==> config.mk <==
export PLATFORM = sky130hd
export DESIGN_NAME = framebuffer_tile_sequencer_flat
export DESIGN_NICKNAME = d
export VERILOG_FILES = /design/src/rtl/framebuffer_tile_sequencer_if.sv /design/src/rtl/framebuffer_tile_sequencer.sv /design/src/flat_wrapper.sv
export SDC_FILE = /design/constraint.sdc
export NUM_CORES = 1
export LEC_CHECK = 0
export CORE_MARGIN = 1
export CORE_UTILIZATION = 40
export DETAILED_ROUTE_END_ITERATION = 8
export HOLD_SLACK_MARGIN = 0.02
export PLACE_DENSITY = 0.65
export REMOVE_ABC_BUFFERS = 1
export SLEW_MARGIN = 15
export SYNTH_ARGS = -nofsm -noshare
export SYNTH_HDL_FRONTEND = slang
export SYNTH_SLANG_ARGS = --single-unit
==> constraint.sdc <==
create_clock -name clk -period 7.15 [get_ports clk]
set_input_delay 1.43 -clock clk [delete_from_list [all_inputs] [get_ports clk]]
set_output_delay 1.43 -clock clk [all_outputs]
set_load 0.005 [all_outputs]
==> src/rtl/framebuffer_tile_sequencer_if.sv <==
// Host/rasterizer/framebuffer handshake bundle for the tile sequencer.
// The master side is whoever plays host, rasterizer and framebuffer together.
interface framebuffer_tile_sequencer_if #(
    parameter int Y_BIT_WIDTH      = 11,
    parameter int TILE_INDEX_WIDTH = 8
);
    logic                        start;
    logic [Y_BIT_WIDTH-1:0]      confYResolution;
    logic [Y_BIT_WIDTH-1:0]      confTileHeight;
    logic                        confCommit;
    logic                        confMemset;
    logic                        busy;
    logic                        frameDone;
    logic [TILE_INDEX_WIDTH-1:0] tileIndex;
    logic [Y_BIT_WIDTH-1:0]      tileYOffset;
    logic [Y_BIT_WIDTH-1:0]      tileYResolution;
    logic                        rastStart;
    logic                        rastDone;
    logic                        fbApply;
    logic                        fbApplied;
    logic                        fbCmdCommit;
    logic                        fbCmdMemset;

    modport master (
        output start, confYResolution, confTileHeight, confCommit, confMemset,
               rastDone, fbApplied,
        input  busy, frameDone, tileIndex, tileYOffset, tileYResolution,
               rastStart, fbApply, fbCmdCommit, fbCmdMemset
    );

    modport slave (
        input  start, confYResolution, confTileHeight, confCommit, confMemset,
               rastDone, fbApplied,
        output busy, frameDone, tileIndex, tileYOffset, tileYResolution,
               rastStart, fbApply, fbCmdCommit, fbCmdMemset
    );
endinterface

==> src/rtl/framebuffer_tile_sequencer.sv <==
// Splits a frame into horizontal stripes and, per stripe, runs the rasterizer
// then optionally commits/clears the framebuffer. All outputs registered.
module framebuffer_tile_sequencer #(
    parameter int Y_BIT_WIDTH      = 11,
    parameter int TILE_INDEX_WIDTH = 8
) (
    input logic clk,
    input logic reset,
    framebuffer_tile_sequencer_if.slave seq
);
    typedef enum logic [2:0] {
        IDLE, RAST_START, RAST_WAIT, FB_SETUP, FB_APPLY, FB_ACK, FB_DONE, NEXT
    } state_t;

    state_t                 state;
    logic [Y_BIT_WIDTH-1:0] yRes;
    logic [Y_BIT_WIDTH-1:0] tileH;
    logic                   doCommit;
    logic                   doMemset;
    logic [Y_BIT_WIDTH:0]   nextOffset;
    logic [Y_BIT_WIDTH-1:0] remaining;

    // One extra bit so an offset past the frame end cannot wrap back into range.
    assign nextOffset = {1'b0, seq.tileYOffset} + {1'b0, tileH};
    assign remaining  = yRes - nextOffset[Y_BIT_WIDTH-1:0];

    always_ff @(posedge clk) begin
        if (reset) begin
            state               <= IDLE;
            yRes                <= '0;
            tileH               <= '0;
            doCommit            <= 1'b0;
            doMemset            <= 1'b0;
            seq.busy            <= 1'b0;
            seq.frameDone       <= 1'b0;
            seq.rastStart       <= 1'b0;
            seq.fbApply         <= 1'b0;
            seq.fbCmdCommit     <= 1'b0;
            seq.fbCmdMemset     <= 1'b0;
            seq.tileIndex       <= '0;
            seq.tileYOffset     <= '0;
            seq.tileYResolution <= '0;
        end else begin
            seq.frameDone <= 1'b0;
            seq.rastStart <= 1'b0;
            seq.fbApply   <= 1'b0;
            case (state)
                IDLE: begin
                    // A start coinciding with frameDone belongs to the old frame.
                    if (seq.start && !seq.frameDone) begin
                        yRes            <= seq.confYResolution;
                        tileH           <= seq.confTileHeight;
                        doCommit        <= seq.confCommit;
                        doMemset        <= seq.confMemset;
                        seq.tileIndex   <= '0;
                        seq.tileYOffset <= '0;
                        if (seq.confYResolution == '0 || seq.confTileHeight == '0) begin
                            seq.frameDone <= 1'b1;
                            seq.busy      <= 1'b0;
                        end else begin
                            seq.busy            <= 1'b1;
                            seq.tileYResolution <= (seq.confTileHeight < seq.confYResolution)
                                                 ? seq.confTileHeight : seq.confYResolution;
                            seq.rastStart       <= 1'b1;
                            state               <= RAST_START;
                        end
                    end
                end
                RAST_START: state <= RAST_WAIT;
                RAST_WAIT: begin
                    if (seq.rastDone) state <= (doCommit || doMemset) ? FB_SETUP : NEXT;
                end
                FB_SETUP: begin
                    seq.fbApply     <= 1'b1;
                    seq.fbCmdCommit <= doCommit;
                    seq.fbCmdMemset <= doMemset;
                    state           <= FB_APPLY;
                end
                FB_APPLY: state <= FB_ACK;
                FB_ACK: begin
                    if (!seq.fbApplied) state <= FB_DONE;
                end
                FB_DONE: begin
                    if (seq.fbApplied) begin
                        seq.fbCmdCommit <= 1'b0;
                        seq.fbCmdMemset <= 1'b0;
                        state           <= NEXT;
                    end
                end
                NEXT: begin
                    if (nextOffset >= {1'b0, yRes}) begin
                        seq.frameDone <= 1'b1;
                        seq.busy      <= 1'b0;
                        state         <= IDLE;
                    end else begin
                        seq.tileYOffset     <= nextOffset[Y_BIT_WIDTH-1:0];
                        seq.tileYResolution <= (tileH < remaining) ? tileH : remaining;
                        seq.tileIndex       <= seq.tileIndex + 1'b1;
                        seq.rastStart       <= 1'b1;
                        state               <= RAST_START;
                    end
                end
                default: state <= IDLE;
            endcase
        end
    end
endmodule

==> src/flat_wrapper.sv <==
// flat-port wrapper written by rule: the top's interface ports become plain ports
module framebuffer_tile_sequencer_flat 
#(
    parameter int Y_BIT_WIDTH      = 11,
    parameter int TILE_INDEX_WIDTH = 8
)
  (clk, reset, seq_start, seq_confYResolution, seq_confTileHeight, seq_confCommit, seq_confMemset, seq_rastDone, seq_fbApplied, seq_busy, seq_frameDone, seq_tileIndex, seq_tileYOffset, seq_tileYResolution, seq_rastStart, seq_fbApply, seq_fbCmdCommit, seq_fbCmdMemset);
  framebuffer_tile_sequencer_if #(.Y_BIT_WIDTH(Y_BIT_WIDTH), .TILE_INDEX_WIDTH(TILE_INDEX_WIDTH)) seq_i ();
  input logic clk;
  input logic reset;
  input wire logic [$bits(seq_i.start)-1:0] seq_start;
  input wire logic [$bits(seq_i.confYResolution)-1:0] seq_confYResolution;
  input wire logic [$bits(seq_i.confTileHeight)-1:0] seq_confTileHeight;
  input wire logic [$bits(seq_i.confCommit)-1:0] seq_confCommit;
  input wire logic [$bits(seq_i.confMemset)-1:0] seq_confMemset;
  input wire logic [$bits(seq_i.rastDone)-1:0] seq_rastDone;
  input wire logic [$bits(seq_i.fbApplied)-1:0] seq_fbApplied;
  output wire logic [$bits(seq_i.busy)-1:0] seq_busy;
  output wire logic [$bits(seq_i.frameDone)-1:0] seq_frameDone;
  output wire logic [$bits(seq_i.tileIndex)-1:0] seq_tileIndex;
  output wire logic [$bits(seq_i.tileYOffset)-1:0] seq_tileYOffset;
  output wire logic [$bits(seq_i.tileYResolution)-1:0] seq_tileYResolution;
  output wire logic [$bits(seq_i.rastStart)-1:0] seq_rastStart;
  output wire logic [$bits(seq_i.fbApply)-1:0] seq_fbApply;
  output wire logic [$bits(seq_i.fbCmdCommit)-1:0] seq_fbCmdCommit;
  output wire logic [$bits(seq_i.fbCmdMemset)-1:0] seq_fbCmdMemset;
  assign seq_i.start = seq_start;
  assign seq_i.confYResolution = seq_confYResolution;
  assign seq_i.confTileHeight = seq_confTileHeight;
  assign seq_i.confCommit = seq_confCommit;
  assign seq_i.confMemset = seq_confMemset;
  assign seq_i.rastDone = seq_rastDone;
  assign seq_i.fbApplied = seq_fbApplied;
  assign seq_busy = seq_i.busy;
  assign seq_frameDone = seq_i.frameDone;
  assign seq_tileIndex = seq_i.tileIndex;
  assign seq_tileYOffset = seq_i.tileYOffset;
  assign seq_tileYResolution = seq_i.tileYResolution;
  assign seq_rastStart = seq_i.rastStart;
  assign seq_fbApply = seq_i.fbApply;
  assign seq_fbCmdCommit = seq_i.fbCmdCommit;
  assign seq_fbCmdMemset = seq_i.fbCmdMemset;
  framebuffer_tile_sequencer #(.Y_BIT_WIDTH(Y_BIT_WIDTH), .TILE_INDEX_WIDTH(TILE_INDEX_WIDTH)) u_core (.clk(clk), .reset(reset), .seq(seq_i));
endmodule
# == Yosys cells after proc, flatten, opt, wreduce, memory -nomap -nowiden ==
# Index checks and enable logic that the tools add are counted.
# word_totals
regBits,63
latchBits,0
mem_bits_rw,0
mem_bits_ro,0
output_inout_bits,36
word_cells,84
memories,0
# classes
addsub,3
multipliers,0
div,0
n_lt_le_gt_ge,3
eq_ne,14
n_shift,0
muxes,35
bitwise_logic,0
reduce_logical,15
# ops
op,n
$mux W11,7
$pmux W11 S2,2
$pmux W3 S8,1
$logic_not A11 Y1,2
$lt A11 B11 Y1,2
$mux W3,6
$mux W8,2
$pmux W8 S2,1
$add A11 B11 Y12,1
$eq A3 B3 Y1 const B,4
$ge A12 B11 Y1,1
$mux W1,11
$sub A11 B11 Y11,1
$ne A2 B2 Y1 const B,5
$pmux W1 S2,5
$add A8 B1 Y8 const B,1
$eq A3 B2 Y1 const B,2
$reduce_and A3 Y1,2
$reduce_and A5 Y1,1
$ne A2 B1 Y1 const B,2
$reduce_and A2 Y1,2
$reduce_and A4 Y1,1
$reduce_bool A2 Y1,2
$eq A3 B1 Y1 const B,1
other kinds (4),5

# == Depth between registers and ports, before layout ==
# logic_depth
word_depth,6
ltp_mapped,24
ltp_nobuf,22

# == Least setup slack after synthesis ==
# OpenSTA, ideal clock, no wires.
# synth_timing
kind,register to register
from,reg u_core.seq.tileYOffset[0]
to,reg u_core.seq.tileYResolution[10]
setup_time_ps,132
arrival_ps,4607
setup_slack_ps,2412
path_stages_with_launch,24
synth_period_minus_slack_ps,4738
path_cell_list,dfxtp_1 -> ha_1 -> fa_1 -> a21o_1 -> a211oi_1 -> nor2_1 -> nor2_1 -> xor2_1 -> inv_1 -> ha_1 -> nand4_1 -> a211oi_1 -> nor3_1 -> xor2_1 -> ha_1 -> a211oi_1 -> nand2_1 -> a211o_1 -> and2_1 -> clkbuf_1 -> clkbuf_1 -> a21boi_0 -> o311ai_0 -> a21oi_1
# synth_via
elab_chain_cells,6
word_cells_on_any_way,9
# synth_lines
item,line_no,rtl
"start, declared",framebuffer_tile_sequencer_if.sv:34,"output busy, frameDone, tileIndex, tileYOffset, tileYResolution,"
"start signal, assigned",framebuffer_tile_sequencer.sv:96,seq.tileYOffset <= nextOffset[Y_BIT_WIDTH-1:0];
$add A11 B11 Y12 (*),framebuffer_tile_sequencer.sv:24,"assign nextOffset = {1'b0, seq.tileYOffset} + {1'b0, tileH};"
$sub A11 B11 Y11,framebuffer_tile_sequencer.sv:25,assign remaining = yRes - nextOffset[Y_BIT_WIDTH-1:0];
$lt A11 B11 Y1,framebuffer_tile_sequencer.sv:97,seq.tileYResolution <= (tileH < remaining) ? tileH : remaining;
$mux W11,framebuffer_tile_sequencer.sv:97,
$mux W11,framebuffer_tile_sequencer.sv:91,"if (nextOffset >= {1'b0, yRes}) begin"
$pmux W11 S2,framebuffer_tile_sequencer.sv:47,case (state)
"end signal, assigned",framebuffer_tile_sequencer.sv:62,seq.tileYResolution <= (seq.confTileHeight < seq.confYResolution)
"end signal, assigned",framebuffer_tile_sequencer.sv:97,
"end, declared",framebuffer_tile_sequencer_if.sv:34,
# Every way passes the cells marked *; elsewhere a longest branch is shown, timed or not. The select of a mux whose other input is x is not followed.
# A chain may end at the register's enable or synchronous reset.

# == Final worst setup path ==
# layout_timing
from,reg u_core.tileH[0]
to,reg u_core.seq.tileYResolution[5]
# layout_via
elab_chain_cells,6
word_cells_on_any_way,9
# layout_lines
item,line_no,rtl
"start, declared",framebuffer_tile_sequencer.sv:17,logic [Y_BIT_WIDTH-1:0] tileH;
"start signal, assigned",framebuffer_tile_sequencer.sv:52,tileH <= seq.confTileHeight;
$add A11 B11 Y12,framebuffer_tile_sequencer.sv:24,
$sub A11 B11 Y11,framebuffer_tile_sequencer.sv:25,
$lt A11 B11 Y1,framebuffer_tile_sequencer.sv:97,
$mux W11,framebuffer_tile_sequencer.sv:97,
$mux W11,framebuffer_tile_sequencer.sv:91,
$pmux W11 S2,framebuffer_tile_sequencer.sv:47,
# Parallel ways exist; a longest one is shown, timed or not. The select of a mux whose other input is x is not followed.

==> results.ini <==
[sta]
setup_tns_ps = 0
rsz0062_at_grt = false
tightestPinTransition_ps = 828.9
relSlewSlack_pct = 44.74
fin_crit_sh_pct = 71.69
skew_ps = 7.623
hold_viol_final = 0
fmax_mhz = 195.1
setup_violations = 0
period_needed_ps = 5126
drv_slew = 0
fin_ws_ps = 2024

[detailed_routing]
dr.pass1.iters = 5
via_per_inst = 5.570
wl_per_cell_um = 16.33
wl_um = 12920
remaining_drc_errors = 0
vias = 4406
drt-initial-drc-count = 267
ant_nets = 0

[worst_setup_path]
crit_start = u_core.tileH[0]$_SDFFE_PP0P_
crit_type = register to register
critPathArrivalTime_ps = 5380
rr_worst_depth = 21
startpoint_type = register
regToRegSetupSlack_ps = 2020
rr_startpoint = u_core.tileH[0]$_SDFFE_PP0P_
critPathCaptureType = register
cp_max_fo = 15
cp.required_ps = 7410
critPathCapture = u_core.seq.tileYResolution[5]$_SDFFE_PP0P_
timing.rr.end = u_core.seq.tileYResolution[5]$_SDFFE_PP0P_

[global_routing]
grt_pass1_wl_um = 21050
overflow = 0
grt_max_degree = 58
antenna_found_initial = 0
grt_pass1_vias = 4286
track_usage_pct = 22.93

[final_layout]
final_nets = 734
drive_gt1_share_pct = 6.452
final_common_cell = nand2_1
areaGrowthSynthToFinish_pct = 21.73
layout_common_cells = nand2_1, a21oi_1, clkdlybuf4s50_1, dfxtp_1, ha_1
design_area_um2 = 5649
antenna_cells = 0
fill_cells = 1097

[yosys]
synthArstFlopShare_pct = 0
synth_edf_count = 0
syn_avg_cell_area_um2 = 7.826
synth_warnings = 0
yosysUniqueCellTypes = 55
synth-seq-cells = 63
ys_seq_area_share_pct = 27.18
postSynthCellCount = 593
yosys_most_used_dff = dfxtp_1
netlist_area_um2 = 4641

[floorplanning]
start_util_pct = 41.89
core-area_um2 = 11080
floorplan.die.width_um = 109.7
die_h_um = 109.7
dieArea_um2 = 12040
rows = 38
pin_count = 65

[clocking]
clock_sinks = 63
cts_tree = built
cts_hold_buf = 0
cts_root_buf = clkbuf_16
cts-htree-levels = 3
numCtsBuffers = 9
post-cts-setup-buffers = 0
ctsLongestPathBuffers = 2
cts_resized = 0
clock_latency_ps = 330
path_clk_slew_ps = 60

[pwr]
ir_drop_mv = 0.1385
cellLeakagePower_nw = 2.315
power.density_nw_per_um2 = 342.4

[flow_run]
max_cap_violations = 0

[hold_path]
hold_class = register to register

[placed_design]
dp_hpwl_um = 9531
gp_congestion = 0.8850
place_ws_ps = 2075
portBuffers = 64
placement.cell_area_um2 = 5369

[run_status]
status = finished clean

[cells in the mapped netlist, types with 11 or more instances]
| cell type | count | area, um^2 |
|---|---|---|
| nand2_1 | 86 | 322.8 |
| inv_1 | 45 | 168.9 |
| xor2_1 | 11 | 96.34 |
| ha_1 | 57 | 713.2 |
| nor2_1 | 40 | 150.1 |
| nor3_1 | 12 | 60.06 |
| mux2i_1 | 14 | 140.1 |
| mux2_2 | 13 | 146.4 |
| dfxtp_1 | 63 | 1261 |
| clkbuf_1 | 15 | 56.30 |
| o21ai_0 | 18 | 90.09 |
| a21oi_1 | 70 | 350.3 |
| nand3_1 | 17 | 85.08 |
[stage by stage]
| stage | instances | total power (W) | util (%) | hold WS (ps) |
|---|---|---|---|---|
| 2_1_floorplan | 567 | 0.001188 | - | 430.3 |
| 4_1_cts | 791 | 0.001932 | 50.99 | 455.8 |
| 5_1_grt | 791 | 0.002075 | 50.99 | 471.0 |
| 3_3_place_gp | 775 | 0.001479 | 48.46 | 446.0 |
| 3_5_place_dp | 775 | 0.001505 | 48.46 | 447.3 |
| 6_report | 791 | 0.001934 | 50.99 | 454.2 |
[critical path, stage by stage, from the launching register on]
cell and delay, ps:
dfxtp_1 350, ha_1 240, fa_1 410, a21o_1 210, a211oi_1 310, nor2_1 80, nor2_1 130, xor2_1 240
inv_1 70, ha_1 340, nand4_1 130, a211oi_1 60, nor3_1 340, xor2_1 240, ha_1 280, a211oi_1 250
nand2_1 70, a211o_1 280, and2_1 320, mux2_2 340, mux2_2 260, o21ai_0 120
[how the worst min path moves through the flow]
stage	startpoint	endpoint	slack (ps)	cells past startpoint
5_1_grt	u_core.yRes[10]$_SDFFE_PP0P_	u_core.yRes[10]$_SDFFE_PP0P_	470	2
6_report	u_core.yRes[10]$_SDFFE_PP0P_	u_core.yRes[10]$_SDFFE_PP0P_	450	2
2_1_floorplan	u_core.yRes[10]$_SDFFE_PP0P_	u_core.yRes[10]$_SDFFE_PP0P_	430	2
4_1_cts	u_core.yRes[10]$_SDFFE_PP0P_	u_core.yRes[10]$_SDFFE_PP0P_	460	2
3_5_place_dp	u_core.yRes[10]$_SDFFE_PP0P_	u_core.yRes[10]$_SDFFE_PP0P_	450	2
3_3_place_gp	u_core.yRes[10]$_SDFFE_PP0P_	u_core.yRes[10]$_SDFFE_PP0P_	450	2
[per-layer routing]
metal	global-route usage (%)	wire, um	part of all wire [%]
met1	31.07	6174	48
met2	36.84	5850	45
met3	3.972	678	5.2
met4	7.429	212	1.6
met5	0	0	0
[state kept, by name (all words and copies together), names as in the netlist]
signal / count
u_core.seq.busy: 1
u_core.seq.fbCmdCommit: 1
u_core.seq.fbCmdMemset: 1
u_core.seq.frameDone: 1
u_core.doMemset: 1
u_core.seq.tileIndex: 8
u_core.seq.fbApply: 1
u_core.seq.tileYResolution: 11
u_core.doCommit: 1
u_core.tileH: 11
u_core.yRes: 11
u_core.seq.tileYOffset: 11
u_core.state: 3
u_core.seq.rastStart: 1
[where the power goes]
group          internal, W  switching, W
Clock             0.000238      0.000177
Combinational     0.000434      0.000604
Sequential        0.000417     0.0000648
[cell type report]
type | count | area [um^2] | share of cell area (%)
clock inverter | 7 | 55.05 | 0.9745
clock buffer | 9 | 225.2 | 3.987
multi-input combinational | 459 | 3098 | 54.84
timing repair buffer | 68 | 665.6 | 11.78
sequential | 63 | 1261 | 22.33
tap | 140 | 175.2 | 3.101
inverter | 45 | 168.9 | 2.990
[cell families (layout without fill, tap and decap cells)]
logic type	Yosys count	after routing	synth area share [%]
AND/OR/NAND/NOR	210	210	21.30
AO/OA/AOI/OAI	148	148	20.22
buffers and inverters	71	129	6.066
flip-flops	63	63	27.18
adder cells (fa/ha/maj)	59	59	16.23
multiplexers	27	27	6.174
XOR/XNOR	15	15	2.831
No activity file was read; power rests on OpenSTA's default activity.
